[src/rtl/fab_clk_rst_sequencer_pkg.sv]
// fab_clk_pkg: shared types and constants for the fabric clock/reset sequencer.
//   seq_state_t : sequencer FSM state encoding
//   us_div()    : PCLK cycles per microsecond for a given clock frequency
//   MS_DIV      : microsecond ticks per millisecond tick
//   LOSS_MAX    : saturation value of the lock-loss counter
package fab_clk_pkg;

   typedef enum logic [1:0] {
      ST_WAIT   = 2'd0,
      ST_STABLE = 2'd1,
      ST_RUN    = 2'd2
   } seq_state_t;

   localparam int unsigned MS_DIV   = 1000;
   localparam logic [7:0]  LOSS_MAX = 8'hFF;

   // clk_freq_hz is expected to be an integer multiple of 1 MHz.
   function automatic int unsigned us_div(input int unsigned clk_freq_hz);
      return clk_freq_hz / 1_000_000;
   endfunction

endpackage

[src/rtl/fab_clk_rst_sequencer_sync_ff.sv]
// sync_ff: multi-flop synchronizer for a single asynchronous level signal.
//   clk_sys : destination clock
//   rst_b   : asynchronous active-low reset, clears every stage to 0
//   d       : asynchronous input
//   q       : d after STAGES flops in the clk_sys domain
module sync_ff #(
   parameter int unsigned STAGES = 2
) (
   input  logic clk_sys,
   input  logic rst_b,
   input  logic d,
   output logic q
);

   logic [STAGES-1:0] stage;

   always_ff @(posedge clk_sys or negedge rst_b) begin
      if (!rst_b) begin
         stage <= '0;
      end else begin
         stage <= {stage[STAGES-2:0], d};
      end
   end

   assign q = stage[STAGES-1];

endmodule

[src/rtl/fab_clk_rst_sequencer.sv]
// fab_clk_rst_sequencer: qualifies the CCC LOCK signal, releases the fabric
// reset once LOCK has been stable long enough, and generates 1 us / 1 ms
// strobes while the fabric is running.
//   PCLK        : fabric clock from the CCC
//   PRESETN     : asynchronous active-low reset
//   LOCK        : CCC lock, asynchronous to PCLK
//   FAB_RESET_N : fabric reset, high only in RUN
//   READY       : high only in RUN
//   TICK_US     : one-cycle strobe every microsecond in RUN
//   TICK_MS     : one-cycle strobe every millisecond in RUN, coincident with TICK_US
//   LOSS_CNT    : saturating count of RUN -> WAIT lock losses
//
// state  | meaning
// WAIT   | fabric held in reset, waiting for synchronized LOCK
// STABLE | LOCK seen, counting consecutive high cycles
// RUN    | fabric released, READY high, strobes running
module fab_clk_rst_sequencer
   import fab_clk_pkg::*;
#(
   parameter int unsigned CLK_FREQ_HZ        = 100_000_000,
   parameter int unsigned LOCK_STABLE_CYCLES = 1024,
   parameter int unsigned SYNC_STAGES        = 2,
   parameter bit          USE_LOCK           = 1'b1
) (
   input  logic       PCLK,
   input  logic       PRESETN,
   input  logic       LOCK,
   output logic       FAB_RESET_N,
   output logic       READY,
   output logic       TICK_US,
   output logic       TICK_MS,
   output logic [7:0] LOSS_CNT
);

   localparam int unsigned US_DIV = us_div(CLK_FREQ_HZ);
   localparam int unsigned CNT_W  = (LOCK_STABLE_CYCLES > 1) ? $clog2(LOCK_STABLE_CYCLES) : 1;
   localparam int unsigned US_W   = (US_DIV > 1) ? $clog2(US_DIV) : 1;

   localparam logic [CNT_W-1:0] CNT_LOAD = CNT_W'(LOCK_STABLE_CYCLES - 1);
   localparam logic [US_W-1:0]  US_LOAD  = US_W'(US_DIV - 1);
   localparam logic [9:0]       MS_LOAD  = 10'(MS_DIV - 1);

   logic             lock_s;
   seq_state_t       state;
   logic [CNT_W-1:0] stable_cnt;
   logic [US_W-1:0]  us_cnt;
   logic [9:0]       ms_cnt;
   logic             run;

   generate
      if (USE_LOCK) begin : g_sync
         sync_ff #(.STAGES(SYNC_STAGES)) u_lock_sync (
            .clk_sys (PCLK),
            .rst_b   (PRESETN),
            .d       (LOCK),
            .q       (lock_s)
         );
      end else begin : g_bypass
         // CCC in bypass: the clock is always usable.
         logic unused_lock;
         assign unused_lock = LOCK;
         assign lock_s      = 1'b1;
      end
   endgenerate

   assign run = (state == ST_RUN);

   // Qualification timer counts down; leaving STABLE at zero means it never wraps.
   always_ff @(posedge PCLK or negedge PRESETN) begin
      if (!PRESETN) begin
         state       <= ST_WAIT;
         stable_cnt  <= '0;
         FAB_RESET_N <= 1'b0;
         READY       <= 1'b0;
         LOSS_CNT    <= '0;
      end else begin
         case (state)
            ST_WAIT: begin
               stable_cnt  <= CNT_LOAD;
               FAB_RESET_N <= 1'b0;
               READY       <= 1'b0;
               if (lock_s) state <= ST_STABLE;
            end
            ST_STABLE: begin
               if (!lock_s) begin
                  state      <= ST_WAIT;
                  stable_cnt <= CNT_LOAD;
               end else if (stable_cnt == '0) begin
                  state       <= ST_RUN;
                  FAB_RESET_N <= 1'b1;
                  READY       <= 1'b1;
               end else begin
                  stable_cnt <= stable_cnt - 1'b1;
               end
            end
            ST_RUN: begin
               if (!lock_s) begin
                  state       <= ST_WAIT;
                  FAB_RESET_N <= 1'b0;
                  READY       <= 1'b0;
                  if (LOSS_CNT != LOSS_MAX) LOSS_CNT <= LOSS_CNT + 1'b1;
               end
            end
            default: begin
               state       <= ST_WAIT;
               stable_cnt  <= CNT_LOAD;
               FAB_RESET_N <= 1'b0;
               READY       <= 1'b0;
            end
         endcase
      end
   end

   // Prescalers are down-counters whose idle value is their reload value.
   // Gating on the registered state lets a tick fire on the lock-loss edge;
   // the counters reload on the following cycle.
   always_ff @(posedge PCLK or negedge PRESETN) begin
      if (!PRESETN) begin
         us_cnt  <= US_LOAD;
         ms_cnt  <= MS_LOAD;
         TICK_US <= 1'b0;
         TICK_MS <= 1'b0;
      end else if (!run) begin
         us_cnt  <= US_LOAD;
         ms_cnt  <= MS_LOAD;
         TICK_US <= 1'b0;
         TICK_MS <= 1'b0;
      end else begin
         TICK_US <= (us_cnt == '0);
         TICK_MS <= (us_cnt == '0) && (ms_cnt == '0);
         if (us_cnt == '0) begin
            us_cnt <= US_LOAD;
            ms_cnt <= (ms_cnt == '0) ? MS_LOAD : ms_cnt - 1'b1;
         end else begin
            us_cnt <= us_cnt - 1'b1;
         end
      end
   end

endmodule

[config.mk]
export PLATFORM = sky130hd
export DESIGN_NAME = fab_clk_rst_sequencer
export DESIGN_NICKNAME = d
export VERILOG_FILES = /design/src/rtl/fab_clk_rst_sequencer_pkg.sv /design/src/rtl/fab_clk_rst_sequencer_sync_ff.sv /design/src/rtl/fab_clk_rst_sequencer.sv
export SDC_FILE = /design/constraint.sdc
export NUM_CORES = 1
export LEC_CHECK = 0
export CORE_ASPECT_RATIO = 2
export CORE_UTILIZATION = 36
export CTS_BUF_LIST = sky130_fd_sc_hd__clkbuf_4
export CTS_CLUSTER_SIZE = 25
export DETAILED_ROUTE_END_ITERATION = 6
export SYNTH_ARGS = -nofsm -noshare
export SYNTH_HDL_FRONTEND = slang
export SYNTH_HIERARCHICAL = 1
export SYNTH_SLANG_ARGS = --single-unit
[constraint.sdc]
create_clock -name PCLK -period 2.4 [get_ports PCLK]
set_input_delay 0.24 -clock PCLK [delete_from_list [all_inputs] [get_ports PCLK]]
set_output_delay 0.24 -clock PCLK [all_outputs]
set_load 0.005 [all_outputs]
==> run summary <==
Status - completed
Power Density - 557 mW/mm²
#FFs+latches synth - 42
Gpl congestion - 0.831
Die Span Y - 110 µm
Syn-to-layout area delta - 15.7%
Vias per cell - 5.55
Crit path kind - flop to flop
Final hold vios - 0
Wirelength per Cell - 15.0 µm
Fin crit period - 2220 ps
RSZ-0062 raised after global routing - false
FMAX - 451 MHz
Fraction of layout cells with a size suffix above 1 - 13.3%
Initial antenna violation count - 0
CTS Root Cell - clkbuf_4
Clock Pin Slew Worst Setup and Hold Paths - 120 ps
End-of-flow core utilization - 43.7%
Hold_ws - 330 ps
R2r startpoint - stable_cnt[0]$_DFFE_PN0P_
Core Rows - 38
Clk_skew - 20.0 ps
ANT cells - 0
First-pass GRT wire length - 7220 µm
Die width - 55.8 µm
Syn Area/Cell - 10.2 µm²
Die area - 0.00611 mm²
Drt drc - 0
Least-Margin Pin Slew - 554 ps
Hold crit path type - input pin to flop
Startpoint Class - flop
Min-delay src - LOCK
Max-cap violations - 0
DRT Pass-1 Iters - 4
Setup TNS - 0 ps
Num CTS Buffers - 5
Cells after synthesis - 204
# port buffers - 14
Crit path DAT - 2430 ps
Total grt overflow - 0
Htree depth - 2
LEAKAGE - 0.971 nW
Non-Filler Instances - 286
Pin count of the biggest net entering global routing - 25
Worst Setup SP - stable_cnt[0]$_DFFE_PN0P_
Fin nets - 233
Slew Limit Fails - 0
# IOs - 15
Hpwl dp - 3200 µm
CTS Sinks - 42
Number of synthesized flops with an enable pin - 0
Post-synthesis sequential area ratio - 51.2%
Global Route Usage Sum - 15.5%
Yosys cell types - 47
Clock Latency Late Sink - 360 ps
Ys flop type - dfrtp_1
Yosys Warn Count - 6
Routed vias - 1588
Vias in the first global route - 1553
Slew HR - 62.7%
Worst VDD drop - 0.326 mV
Asr flop ratio synth - 100%
DP Cell Count - 277
Final WL - 4290 µm
Syn Nets - 212
Initial core utilization - 37.8%
Filler cell count - 545
TritonCTS clock tree - yes
Crit Path Max Fanout - 7
Longest Clk Path Bufs - 2
Final setup viols - 0
Crit end category - flop
Synthesized area - 0.00208 mm²
Required time of the critical path - 2620 ps
DR iter-0 viols - 45
Routed Antenna Nets - 0
Final worst-path cycle share - 92.4%
Core Box Area - 0.00552 mm²
[path summary, 6_finish.rpt]
kind	end	slack, ps	cells past startpoint
min in group asynchronous	stable_cnt[2]$_DFFE_PN0P_	350	2
setup / recovery	stable_cnt[7]$_DFFE_PN0P_	180	6
hold / removal	g_sync.u_lock_sync/stage[0]$_DFF_PN0_	330	1
hold reg to reg	g_sync.u_lock_sync/stage[1]$_DFF_PN0_	340	0
max in group asynchronous	ms_cnt[8]$_DFFE_PN1P_	1320	3
setup reg to reg	stable_cnt[7]$_DFFE_PN0P_	180	6
[cell usage after synthesis (all sizes together), types with 5 or more instances]
cell | instances | area, µm²
inv | 8 | 30.0
ha | 5 | 62.6
nor2 | 18 | 67.6
dfrtp | 30 | 751
o21ai | 7 | 35.0
xnor2 | 9 | 78.8
nor3 | 9 | 45.0
or3 | 5 | 31.3
nand3 | 6 | 30.0
o31ai | 5 | 37.5
nor4 | 5 | 37.5
a21oi | 8 | 40.0
xor2 | 5 | 43.8
dfstp | 12 | 315
nand2 | 19 | 71.3
[metrics by stage]
step	power, mW	worst slack, ps	area [µm²]
2_1_floorplan	0.775	281	2080
3_3_place_gp	0.800	271	2300
3_5_place_dp	0.804	218	2300
4_1_cts	1.36	208	2410
5_1_grt	1.40	60.2	2410
6_report	1.34	181	2410
[report_power, final]
group	internal (mW)	switching [mW]	leakage (nW)
clock	0.321	0.231	0.0528
sequential	0.723	0.0103	0.489
combinational	0.0195	0.0381	0.429
total	1.06	0.279	0.971
[final cells by class]
type                            instances  area (µm²)  area share (%)
Sequential cell                        42        1070            44.2
Multi-Input combinational cell        149         962            39.9
Timing Repair Buffer                   19         175            7.27
Tap cell                               60        75.1            3.12
Inverter                                8        30.0            1.25
Clock buffer                            5        37.5            1.56
Clock inverter                          3        63.8            2.65
[cells in the final DEF, fill, tap and decap left out, drive strengths merged, types with 2 or more instances in the layout]
master / netlist / final
a21oi: 8 / 8
or4: 3 / 3
or3b: 2 / 2
a21o: 2 / 2
nand2b: 4 / 4
o21ai: 7 / 7
nand4: 3 / 3
and4b: 2 / 2
nand3b: 2 / 2
o31ai: 5 / 5
nand2: 19 / 19
xor2: 5 / 5
a311oi: 3 / 3
ha: 5 / 5
buf: 3 / 5
dfrtp: 30 / 30
nor3: 9 / 9
xnor2: 9 / 9
or3: 5 / 5
nor2b: 2 / 2
dfstp: 12 / 12
nor3b: 4 / 4
bufinv: 0 / 2
clkbuf: 2 / 5
clkdlybuf4s50: 0 / 13
a41oi: 2 / 2
a2111oi: 2 / 2
nand3: 6 / 6
nor2: 18 / 18
inv: 8 / 8
and3: 3 / 3
nor4: 5 / 5
[registers in the layout, indices dropped and copies added, names as in the netlist, 2 cells and up]
| signal | count |
|---|---|
| ms_cnt | 10 |
| stable_cnt | 10 |
| LOSS_CNT | 8 |
| us_cnt | 7 |
| g_sync.u_lock_sync/stage | 2 |
| state | 2 |
[what timing repair did]
action,in CTS,in global routing
buffers inserted,0,0
gates resized for setup,0,0
hold buffers,1,0
endpoints found under the hold margin,10,0
[cells by family after synthesis]
logic type,share of synthesized area (%)
AO/OA/AOI/OAI,12.9
XOR/XNOR,5.89
adder cells (fa/ha/maj),3.00
buffers and inverters,2.64
flip-flops,51.2
multiplexers,0.541
AND/OR/NAND/NOR,23.8
[worst max-delay path, stage by stage (launching register included)]
cell,delay (ps)
dfrtp_1,400
inv_1,90
ha_1,160
or3b_2,520
or4_4,540
a311oi_1,290
a41oi_1,70
[routing by layer]
metal / GRT usage, % / part of all wire [%] / vias to the layer above
met5: 0 / 0 / -
met2: 29.4 / 56 / 19
met4: 7.86 / 2.5 / 0
met3: 2.94 / 1.9 / 9
li1: - / - / 789
met1: 16.0 / 40 / 771
(Power assumes the default switching activity.)
